===== src/rtl/depth_test_writer.sv =====
// rtl/depth_test_writer.sv - depth-tested fragment writer with framebuffer clear sweep
// Two-stage read/compare/write pipeline with write forwarding, plus a drain-then-clear sequencer.
`timescale 1ns/1ps
module depth_test_writer #(
  parameter int                    DATAWIDTH   = 12,
  parameter int                    COLORWIDTH  = 4,
  parameter int                    ADDRWIDTH   = 16,
  parameter int                    FB_SIZE     = 102400,
  parameter logic [COLORWIDTH-1:0] CLEAR_COLOR = '0
) (
  input  logic                  clk,
  input  logic                  rstn,
  input  logic                  i_frag_valid,
  input  logic [ADDRWIDTH-1:0]  i_frag_addr,
  input  logic [DATAWIDTH-1:0]  i_frag_depth,
  input  logic [COLORWIDTH-1:0] i_frag_color,
  output logic                  o_ready,
  input  logic                  i_clear,
  output logic                  o_clear_done,
  output logic [ADDRWIDTH-1:0]  o_zb_raddr,
  input  logic [DATAWIDTH-1:0]  i_zb_rdata,
  output logic [ADDRWIDTH-1:0]  o_zb_waddr,
  output logic [DATAWIDTH-1:0]  o_zb_wdata,
  output logic                  o_zb_we,
  output logic [ADDRWIDTH-1:0]  o_fb_waddr,
  output logic [COLORWIDTH-1:0] o_fb_wdata,
  output logic                  o_fb_we
);

  // The clear counter may need more bits than the address bus to reach FB_SIZE-1.
  localparam int CNTW = ($clog2(FB_SIZE) > ADDRWIDTH) ? $clog2(FB_SIZE) : ADDRWIDTH;
  localparam logic [CNTW-1:0] LAST_ADDR = CNTW'(FB_SIZE - 1);

  typedef enum logic [1:0] {IDLE, DRAIN, CLEAR, DONE} state_t;

  state_t                state_q, state_d;
  logic                  ready_q, ready_d;
  logic                  s1_valid_q, s1_valid_d;
  logic [ADDRWIDTH-1:0]  s1_addr_q, s1_addr_d;
  logic [DATAWIDTH-1:0]  s1_depth_q, s1_depth_d;
  logic [COLORWIDTH-1:0] s1_color_q, s1_color_d;
  logic                  wr_valid_q, wr_valid_d;
  logic                  zb_we_q, zb_we_d;
  logic [ADDRWIDTH-1:0]  zb_waddr_q, zb_waddr_d;
  logic [DATAWIDTH-1:0]  zb_wdata_q, zb_wdata_d;
  logic [COLORWIDTH-1:0] fb_wdata_q, fb_wdata_d;
  logic                  prev_we_q, prev_we_d;
  logic [ADDRWIDTH-1:0]  prev_addr_q, prev_addr_d;
  logic [DATAWIDTH-1:0]  prev_wdata_q, prev_wdata_d;
  logic [CNTW-1:0]       clr_cnt_q, clr_cnt_d;

  logic                  accept;
  logic [DATAWIDTH-1:0]  stored_depth;

  assign o_ready      = ready_q && (state_q == IDLE);
  assign accept       = i_frag_valid && o_ready;
  assign o_zb_raddr   = i_frag_addr;
  assign o_clear_done = (state_q == DONE);
  assign o_zb_we      = zb_we_q;
  assign o_zb_waddr   = zb_waddr_q;
  assign o_zb_wdata   = zb_wdata_q;
  assign o_fb_we      = zb_we_q;
  assign o_fb_waddr   = zb_waddr_q;
  assign o_fb_wdata   = fb_wdata_q;

  // RAM data can be stale for the two writes not yet visible to a read-first RAM.
  always_comb begin
    if (zb_we_q && (zb_waddr_q == s1_addr_q)) begin
      stored_depth = zb_wdata_q;
    end else if (prev_we_q && (prev_addr_q == s1_addr_q)) begin
      stored_depth = prev_wdata_q;
    end else begin
      stored_depth = i_zb_rdata;
    end
  end

  always_comb begin
    state_d      = state_q;
    ready_d      = 1'b1;
    s1_valid_d   = accept;
    s1_addr_d    = i_frag_addr;
    s1_depth_d   = i_frag_depth;
    s1_color_d   = i_frag_color;
    wr_valid_d   = s1_valid_q;
    zb_we_d      = s1_valid_q && (s1_depth_q < stored_depth);
    zb_waddr_d   = s1_addr_q;
    zb_wdata_d   = s1_depth_q;
    fb_wdata_d   = s1_color_q;
    prev_we_d    = zb_we_q;
    prev_addr_d  = zb_waddr_q;
    prev_wdata_d = zb_wdata_q;
    clr_cnt_d    = clr_cnt_q;
    case (state_q)
      IDLE: begin
        clr_cnt_d = '0;
        if (i_clear) begin
          state_d = (accept || s1_valid_q || wr_valid_q) ? DRAIN : CLEAR;
        end
      end
      DRAIN: begin
        if (!s1_valid_q && !wr_valid_q) begin
          state_d = CLEAR;
        end
      end
      CLEAR: begin
        zb_we_d    = 1'b1;
        zb_waddr_d = clr_cnt_q[ADDRWIDTH-1:0];
        zb_wdata_d = '1;
        fb_wdata_d = CLEAR_COLOR;
        clr_cnt_d  = clr_cnt_q + 1'b1;
        if (clr_cnt_q == LAST_ADDR) begin
          state_d = DONE;
        end
      end
      DONE: begin
        state_d = IDLE;
      end
      default: state_d = IDLE;
    endcase
  end

  always_ff @(posedge clk or negedge rstn) begin
    if (!rstn) begin
      state_q      <= IDLE;
      ready_q      <= 1'b0;
      s1_valid_q   <= 1'b0;
      s1_addr_q    <= '0;
      s1_depth_q   <= '0;
      s1_color_q   <= '0;
      wr_valid_q   <= 1'b0;
      zb_we_q      <= 1'b0;
      zb_waddr_q   <= '0;
      zb_wdata_q   <= '0;
      fb_wdata_q   <= '0;
      prev_we_q    <= 1'b0;
      prev_addr_q  <= '0;
      prev_wdata_q <= '0;
      clr_cnt_q    <= '0;
    end else begin
      state_q      <= state_d;
      ready_q      <= ready_d;
      s1_valid_q   <= s1_valid_d;
      s1_addr_q    <= s1_addr_d;
      s1_depth_q   <= s1_depth_d;
      s1_color_q   <= s1_color_d;
      wr_valid_q   <= wr_valid_d;
      zb_we_q      <= zb_we_d;
      zb_waddr_q   <= zb_waddr_d;
      zb_wdata_q   <= zb_wdata_d;
      fb_wdata_q   <= fb_wdata_d;
      prev_we_q    <= prev_we_d;
      prev_addr_q  <= prev_addr_d;
      prev_wdata_q <= prev_wdata_d;
      clr_cnt_q    <= clr_cnt_d;
    end
  end

endmodule


===== config.mk =====
export PLATFORM = sky130hd
export DESIGN_NAME = depth_test_writer
export DESIGN_NICKNAME = d
export VERILOG_FILES = /design/src/rtl/depth_test_writer.sv
export SDC_FILE = /design/constraint.sdc
export NUM_CORES = 1
export LEC_CHECK = 0
export ABC_AREA = 1
export BUFFER_PORTS_ARGS = -buffer_cell sky130_fd_sc_hd__clkbuf_2
export CORE_MARGIN = 2
export CORE_UTILIZATION = 45
export CTS_CLUSTER_DIAMETER = 120
export DETAILED_ROUTE_END_ITERATION = 10
export PLACE_DENSITY = 0.71
export SLEW_MARGIN = 25
export SYNTH_ARGS = -nofsm -noshare
export SYNTH_HDL_FRONTEND = slang
export SYNTH_SLANG_ARGS = --single-unit
export TNS_END_PERCENT = 10

===== constraint.sdc =====
create_clock -name clk -period 2.4 [get_ports clk]
set_input_delay 0.24 -clock clk [delete_from_list [all_inputs] [get_ports clk]]
set_output_delay 0.24 -clock clk [all_outputs]
set_load 0.005 [all_outputs]

==> impl_metrics.toml, run 1 <==
[finish]
utilization = 0.652
fin_nets = 849
drive_gt1_frac = 0.348
fin_area_mm2 = 0.00744
layout_commonest_cell = "nand2_1"
syn_to_final_growth_pct = 40.9
diodes = 0
layout_common_cells = "nand2_1, dfrtp_1, clkbuf_2"
fill_cells = 912

[setup_path]
endpoint_kind = "register"
critPathTopFamily = "simple AND/OR/NAND/NOR gates"
cp_slowest_cell = "dfrtp_1"
path_buf_inv = 2
worstPathRequired_ns = 2.75
worstSetupPathType = "register to register"
r2r_slack_ns = -0.25
worstPathMaxFanout = 7
r2r_start = "s1_addr_q[14]$_DFF_PN0_"
path_depth = 19
cp-start-kind = "register"
worstRegToRegCells = 19
crit_chain = "inv_2 > nand2_1 > nand2_1 > nor2_1 > nand3_1 > nor4_4 > buf_6 > nand3_4 > nand2_1 > nand3_2 > o21ai_2 > ha_4 > a21oi_2 > o21ai_2 > nand3_2 > a21oi_2 > a2111oi_2 > nand2_1 > nand2_1"
worst-endpoint-arrival_ns = 3.00
crit_end = "o_fb_we$_DFF_PN0_"
cp_common_cell = "nand2_1"
cp-startpoint = "s1_addr_q[14]$_DFF_PN0_"
r2r_end = "o_fb_we$_DFF_PN0_"
max_stage_delay_ns = 0.38

[drt]
drt_iter0_markers = 274
wl_per_cell_um = 15.2
vias = 4617
route.detailed.drc = 0
via_per_inst = 4.91
ant_nets = 0
first_pass_iters = 5
wirelength_um = 14300

[clocking]
root_buffer = "clkbuf_16"
cts.path.max_buffers = 2
numCtsBuffers = 17
clk-insertion-delay-late_ns = 0.41
cts_max_level = 4
clkTransAtPathRegs_ns = 0.05
cts_tree = "built"
clkSinkCount = 116

[yosys]
syn_nets = 648
ys_warn_count = 0
synth_area_leaders = "dfrtp_1, nand2_1, buf_4"
ys_seq_area_frac = 0.550
netlist_area_mm2 = 0.00528
ys_types = 37
synth_top_area_frac = 0.550
yosys.area.top_type = "dfrtp_1"
syn_inst = 584
ys_seq_elements = 116
synth_area_per_cell_um2 = 9.04

[sta]
setup_ws_ns = -0.249
fin_skew_ns = 0.00755
rsz0062_at_grt = "yes"
timing.final.crit_share = 1.10
tightest_slew_ns = 0.605
setup_violations = 1
setup_tns_ns = -0.249
finalCriticalPeriod_ns = 2.65
hold_viol = 0
relSlewSlack = 0.596
slew_violations = 0
fmax_ghz = 0.377

[placed_design]
portBuffers = 115
dp_hpwl_um = 10200
routabilityCongestion = 0.912
placed_area_mm2 = 0.00632
pre_cts_ws_ns = -0.378

[grt]
grt_max_degree = 47
gr-total-overflow = 0
antenna_found_initial = 0
grt_use_total = 0.236
grt_pass1_wl_um = 23100
grt_pass1_vias = 4685

[floorplanning]
initial_utilization = 0.462
core_mm2 = 0.0114
row_count = 39
die_h_um = 112
fp.dieW_um = 112
ioPinCount = 116
die-area_mm2 = 0.0126

[run]
drv_cap = 0

[pwr]
total_leakage_power_nw = 3.82
peakVddDrop_v = 0.000782
p_per_area_mw_per_mm2 = 943

[run_status]
status = "finished, violations left"
violations = "negative setup slack"

[hold_path]
hold_path_class = "input pin to register"
-- kinds of logic (layout without fill, tap and decap cells) --
kind of cell	after synthesis	in the layout	share of synthesized area
flops	116	116	0.550
simple gates	268	268	0.224
fa+ha+maj	16	16	0.0379
buf+inv	111	324	0.103
xor+xnor	7	7	0.0116
mux	2	2	0.00379
other cells	1	1	0.000710
compound gates	63	63	0.0692
-- flip-flops by register name, indices dropped and copies added (netlist names) --
name,cells
clr_cnt_q,17
o_fb_waddr,16
o_fb_wdata,4
o_fb_we,1
o_zb_wdata,12
prev_addr_q,16
prev_wdata_q,12
prev_we_q,1
ready_q,1
s1_addr_q,16
s1_color_q,4
s1_depth_q,12
s1_valid_q,1
state_q,2
wr_valid_q,1
-- worst min-delay path by stage --
stage,startpoint,to,slack [ns],depth (start not counted)
after floorplan,rstn,clr_cnt_q[0]$_DFFE_PN0P_,-0.06,0
after global placement,rstn,s1_color_q[3]$_DFF_PN0_,0.28,1
after detailed placement,rstn,s1_color_q[3]$_DFF_PN0_,0.28,1
after CTS,i_frag_valid,s1_valid_q$_DFF_PN0_,0.04,3
after global routing,i_frag_valid,s1_valid_q$_DFF_PN0_,0.06,3
final,i_frag_valid,s1_valid_q$_DFF_PN0_,0.05,3
-- through the flow --
step | hold slack, ns | instances | power, mW
global route | 0.0565 | 940 | 7.41
global placement | 0.280 | 871 | 4.43
finish | 0.0513 | 940 | 7.02
CTS | 0.0367 | 939 | 7.04
detailed placement | 0.283 | 871 | 4.47
floorplan | -0.0556 | 584 | 3.59
-- worst reg2reg max path, cell delays in order, from the launching register on --
cell and delay (ns):
dfrtp_1 0.38, inv_2 0.05, nand2_1 0.06, nand2_1 0.06
nor2_1 0.08, nand3_1 0.11, nor4_4 0.32, buf_6 0.17
nand3_4 0.12, nand2_1 0.10, nand3_2 0.06, o21ai_2 0.09
ha_4 0.24, a21oi_2 0.17, o21ai_2 0.09, nand3_2 0.08
a21oi_2 0.05, a2111oi_2 0.21, nand2_1 0.08, nand2_1 0.06
-- repair_timing --
item,4_1_cts,5_1_grt
setup buffers,4,1
hold buffers,33,0
cloned,0,0
endpoints found under the setup margin,1,1
resized for setup,36,9
hold endpoints to repair,75,0
pin swaps,20,16
-- cell type report --
cell class,instances,area (um2),area share
Multi-Input combinational cell,357,1990,0.267
Clock inverter,6,67.6,0.00908
Inverter,67,251,0.0338
Tap cell,143,179,0.0240
Timing Repair Buffer,226,1530,0.205
Sequential cell,116,2900,0.390
Clock buffer,25,526,0.0706
-- per-layer routing --
metal  vias up  global-route usage  wire [um]  share of wire
met5         -                   0          0              0
li1       2249                   -          -              -
met3        21              0.0637        579          0.040
met4         0              0.0862        255          0.018
met2       115               0.400       7510           0.52
met1      2232               0.290       5980           0.42
-- synth_stat cells, drive strengths merged --
master,count
nand2,153
dfrtp,116
inv,67
o21ai,44
nor2,37
buf,36
nand3,26
nand4,21
ha,16
or2,16
a21oi,9
clkbuf,8
nor3,8
nor4,5
xor2,4
xnor2,3
mux2i,2
a2111oi,1
a211oi,1
a22oi,1
a31oi,1
a32o,1
conb,1
nand3b,1
nor3b,1
o2111ai,1
o211ai,1
o221ai,1
o31ai,1
o41ai,1
-- power by group --
group / internal (mW) / switching (mW) / total [mW]
clock network: 1.61 / 0.851 / 2.46
registers: 2.34 / 0.290 / 2.63
logic: 0.877 / 1.04 / 1.92
No activity file was read; power rests on OpenSTA's default activity.
==> inputs of run 2 (changes only) <==
--- a/config.mk
+++ b/config.mk
@@ -8,10 +8,10 @@
 export ABC_AREA = 1
 export BUFFER_PORTS_ARGS = -buffer_cell sky130_fd_sc_hd__clkbuf_2
 export CORE_MARGIN = 2
-export CORE_UTILIZATION = 45
+export CORE_UTILIZATION = 49
 export CTS_CLUSTER_DIAMETER = 120
 export DETAILED_ROUTE_END_ITERATION = 10
-export PLACE_DENSITY = 0.71
+export PLACE_DENSITY = 0.76
 export SLEW_MARGIN = 25
 export SYNTH_ARGS = -nofsm -noshare
 export SYNTH_HDL_FRONTEND = slang
==> impl_metrics.toml, run 2 (same netlist as run 1, synthesis figures left out) <==
[placed_design]
portBuffers = 115
dp_cells = 859
dp_hpwl_um = 10000
routabilityCongestion = 0.951
pre_cts_ws_ns = -0.313

[grt]
grt_use_total = 0.257
gr-total-overflow = 0
grt_pass1_vias = 4616
antenna_found_initial = 0
grt_pass1_wl_um = 22300
grt_max_degree = 45

[run_status]
violations = "negative setup slack"
status = "finished, violations left"

[setup_path]
worstSetupPathType = "register to register"
worstPathRequired_ns = 2.81
worstRegToRegCells = 18
endpoint_kind = "register"
worst-endpoint-arrival_ns = 3.16
cp-start-kind = "register"
worstPathMaxFanout = 8

[floorplanning]
core_mm2 = 0.0104
ioPinCount = 116
fp.dieW_um = 108
die_h_um = 108
die-area_mm2 = 0.0116
initial_utilization = 0.507
row_count = 37

[sta]
relSlewSlack = 0.609
fmax_ghz = 0.364
slew_violations = 0
setup_ws_ns = -0.348
hold_viol = 0
fin_skew_ns = 0.00516
hold-worst-slack_ns = 0.115
timing.final.crit_share = 1.15
rsz0062_at_grt = "yes"
finalCriticalPeriod_ns = 2.75
setup_violations = 1
tightest_slew_ns = 0.584

[finish]
finalNonFillerCells = 927
top_register = "clr_cnt_q"
layout_commonest_cell = "nand2_1"
utilization = 0.695
largest_reg_flops = 17
fin_nets = 844
layout_common_cells = "nand2_1, dfrtp_1, clkbuf_2"
drive_gt1_frac = 0.319
diodes = 0
syn_to_final_growth_pct = 37.1

[pwr]
total_leakage_power_nw = 3.75
p_sw_frac = 0.317
p_switching_mw = 2.19
internal_power_mw = 4.70
peakVddDrop_v = 0.000604
pwr-share-clk = 0.343
p_per_area_mw_per_mm2 = 952
seqPwrFrac = 0.381
power.share.combinational = 0.276

[hold_path]
hold_path_class = "input pin to register"
whs_path_depth = 4

[clocking]
root_buffer = "clkbuf_8"
numCtsBuffers = 17
cts.path.max_buffers = 2
clkTransAtPathRegs_ns = 0.06
clk-insertion-delay-late_ns = 0.52
cts_max_level = 4
clkSinkCount = 116
cts_tree = "built"

[drt]
ant_nets = 0
via_per_inst = 5.00
wirelength_um = 14100
vias = 4633
drt_iter0_markers = 225
wl_per_cell_um = 15.2
route.detailed.drc = 0
first_pass_iters = 6

[run]
drv_cap = 0
[run 2: cell count changes in the layout (fill, tap and decap cells not counted), sizes merged]
cell	delta
buf	-6
clkbuf	-5
clkinv	+3
bufinv	+1
dlygate4sd3	+1
[run 2: layout make-up]
type,count,area (um2)
Fill cell,778,3180
Clock buffer,20,445
Tap cell,136,170
Timing Repair Buffer,221,1470
Multi-Input combinational cell,357,1890
Sequential cell,116,2900
Clock inverter,10,109
Inverter,67,251
[run 2: power groups by stage]
| stage | Clock [mW] | Combinational (mW) | Sequential, mW |
|---|---|---|---|
| floorplan | 0 | 0.975 | 2.61 |
| global placement | 0 | 1.77 | 2.62 |
| detailed placement | 0 | 1.82 | 2.64 |
| CTS | 2.38 | 1.87 | 2.61 |
| global route | 2.47 | 2.11 | 2.67 |
| finish | 2.36 | 1.90 | 2.63 |
[run 2: worst paths after layout]
check | startpoint | to | slack (ns)
max | s1_addr_q[1]$_DFF_PN0_ | o_fb_we$_DFF_PN0_ | -0.35
min | i_clear | state_q[0]$_DFFE_PN0P_ | 0.11
max reg2reg | s1_addr_q[1]$_DFF_PN0_ | o_fb_we$_DFF_PN0_ | -0.35
min reg2reg | s1_valid_q$_DFF_PN0_ | wr_valid_q$_DFF_PN0_ | 0.39
max in group asynchronous | rstn | o_fb_waddr[4]$_DFF_PN0_ | 1.32
min in group asynchronous | rstn | clr_cnt_q[12]$_DFFE_PN0P_ | 0.23
[run 2: what timing repair did]
action                                  in CTS  in global routing
pin swaps                                    0                  7
hold buffers                                34                  0
cloned                                       0                  0
buffers inserted                             0                  4
hold endpoints to repair                    70                  0
gates resized for setup                      0                 13
endpoints found under the setup margin       1                  1
[run 2: worst max-delay path, stage by stage, from the launching register on]
cell	delay, ns
dfrtp_1	0.41
inv_1	0.08
or2_2	0.12
o21ai_0	0.07
a211oi_1	0.21
nor3b_2	0.21
buf_4	0.19
buf_4	0.13
nand4_1	0.09
nand3_1	0.09
o21ai_1	0.07
ha_1	0.29
nand2_2	0.07
o21ai_2	0.15
nand3_1	0.12
a21oi_2	0.17
a2111oi_2	0.05
nand2_1	0.07
nand2_1	0.05
[run 2: layer usage]
metal,wire length (um),vias up,GRT usage
met4,325,0,0.113
li1,-,2244,-
met2,7320,138,0.436
met3,588,31,0.0581
met1,5910,2220,0.313
met5,0,-,0
[run 2: stage by stage]
step / power (mW) / setup TNS [ns] / instance area, um2
finish: 6.89 / -0.348 / 7240
global route: 7.25 / -0.596 / 7240
CTS: 6.87 / -0.347 / 7170
detailed placement: 4.46 / -0.313 / 6280
global placement: 4.39 / -0.178 / 6280
floorplan: 3.59 / -0.0325 / 5300
==> inputs of run 3 (changes only) <==
--- a/config.mk
+++ b/config.mk
@@ -12,8 +12,8 @@
 export CTS_CLUSTER_DIAMETER = 120
 export DETAILED_ROUTE_END_ITERATION = 10
 export PLACE_DENSITY = 0.76
+export SETUP_SLACK_MARGIN = 0.3
 export SLEW_MARGIN = 25
 export SYNTH_ARGS = -nofsm -noshare
 export SYNTH_HDL_FRONTEND = slang
 export SYNTH_SLANG_ARGS = --single-unit
-export TNS_END_PERCENT = 10
==> impl_metrics.toml, run 3 (same netlist as run 1, synthesis figures left out) <==
[clocking]
clk-insertion-delay-late_ns = 0.52
cts_tree = "built"
numCtsBuffers = 17
clkTransAtPathRegs_ns = 0.06
root_buffer = "clkbuf_8"
clkSinkCount = 116
cts.path.max_buffers = 2
cts_max_level = 4

[finish]
multiInputGateArea_mm2 = 0.00192
top_register = "clr_cnt_q"
syn_to_final_growth_pct = 39.0
layout_common_cells = "nand2_1, dfrtp_1, clkbuf_2"
fill_cells = 762
drive_gt1_frac = 0.330
diodes = 0
regArea_mm2 = 0.00290
layout_commonest_cell = "nand2_1"
fin_nets = 853
utilization = 0.705
largest_reg_flops = 17

[placed_design]
dp_hpwl_um = 10000
routabilityCongestion = 0.951
portBuffers = 115

[sta]
setup_violations = 1
relSlewSlack = 0.602
rsz0062_at_grt = "yes"
tightest_slew_ns = 0.594
hold_viol = 0
timing.final.crit_share = 1.13
finalCriticalPeriod_ns = 2.72
slew_violations = 0
setup_ws_ns = -0.322
fin_skew_ns = 0.00483
fmax_ghz = 0.367

[grt]
gr-total-overflow = 0
antenna_found_initial = 0
grt_pass1_vias = 4616
grt_max_degree = 45
grt_use_total = 0.257
grt_pass1_wl_um = 22300

[floorplanning]
row_count = 37
fp.dieW_um = 108
initial_utilization = 0.507
ioPinCount = 116
die-area_mm2 = 0.0116
core_mm2 = 0.0104
die_h_um = 108

[run]
drv_cap = 0

[setup_path]
worst-endpoint-arrival_ns = 3.13
crit_chain = "inv_1 > or2_2 > o21ai_0 > a211oi_1 > nor3b_2 > buf_4 > buf_4 > nand4_1 > nand3_1 > o21ai_1 > ha_1 > nand2_2 > o21ai_2 > nand3_1 > a21oi_2 > a2111oi_2 > nand2_1 > nand2_1"
max_stage_delay_ns = 0.40
worstPathRequired_ns = 2.81
endpoint_kind = "register"
worstSetupPathType = "register to register"
cp-start-kind = "register"
cp_slowest_cell = "dfrtp_1"
worstPathMaxFanout = 8

[pwr]
p_per_area_mw_per_mm2 = 948
peakVddDrop_v = 0.000716
total_leakage_power_nw = 3.80
power_mw = 6.96

[run_status]
status = "finished, violations left"
violations = "negative setup slack"

[drt]
first_pass_iters = 6
wirelength_um = 14300
vias = 4711
via_per_inst = 5.03
route.detailed.drc = 0
drt_iter0_markers = 233
ant_nets = 0
wl_per_cell_um = 15.3

[hold_path]
hold_path_class = "input pin to register"
run 3: final cells by class:
class | count | area share
Sequential cell | 116 | 0.395
Multi-Input combinational cell | 357 | 0.261
Timing Repair Buffer | 230 | 0.210
Clock buffer | 20 | 0.0607
Inverter | 67 | 0.0343
Tap cell | 136 | 0.0232
Clock inverter | 10 | 0.0148
run 3: worst paths after layout:
path | to | slack, ns | startpoint | cells past startpoint
hold / removal | state_q[0]$_DFFE_PN0P_ | 0.11 | i_clear | 4
max in group asynchronous | o_fb_waddr[4]$_DFF_PN0_ | 1.34 | rstn | 3
setup / recovery | o_fb_we$_DFF_PN0_ | -0.32 | s1_addr_q[1]$_DFF_PN0_ | 18
setup reg to reg | o_fb_we$_DFF_PN0_ | -0.32 | s1_addr_q[1]$_DFF_PN0_ | 18
hold reg to reg | wr_valid_q$_DFF_PN0_ | 0.39 | s1_valid_q$_DFF_PN0_ | 0
min in group asynchronous | o_fb_wdata[3]$_DFF_PN0_ | 0.23 | rstn | 2
run 3: per-layer routing:
layer / global-route usage / up-vias / wire, um
met5: 0 / - / 0
met2: 0.436 / 145 / 7400
met3: 0.0581 / 37 / 600
li1: - / 2264 / -
met1: 0.313 / 2265 / 5910
met4: 0.113 / 0 / 365
run 3: through the flow:
step                instances  hold slack (ns)  worst slack, ns  TNS (ns)  instance area, um2
CTS                       923            0.104           -0.347    -0.347                7170
global route              936            0.148           -0.595    -0.595                7340
global placement          859            0.252           -0.178    -0.178                6280
finish                    936            0.112           -0.322    -0.322                7340
floorplan                 584          -0.0556          -0.0325   -0.0325                5300
detailed placement        859            0.251           -0.313    -0.313                6280
run 3: where the power goes:
part / internal [mW] / switching (mW)
clock: 1.51 / 0.856
combinational: 0.902 / 1.07
sequential: 2.34 / 0.281
total: 4.75 / 2.20
run 3: repair_timing:
item	4_1_cts	5_1_grt
endpoints found under the hold margin	70	0
buffers inserted	0	13
gates resized for setup	0	20
endpoints found under the setup margin	1	13
hold buffers	34	0
pin swaps	0	13
run 3: worst max-delay path: cells and delay by family (launching register included):
family,cells,cell delay (ns)
AND/OR/NAND/NOR,8,0.79
AO/OA/AOI/OAI,6,0.72
flip-flops,1,0.40
buffers and inverters,3,0.40
adder cells (fa/ha/maj),1,0.29
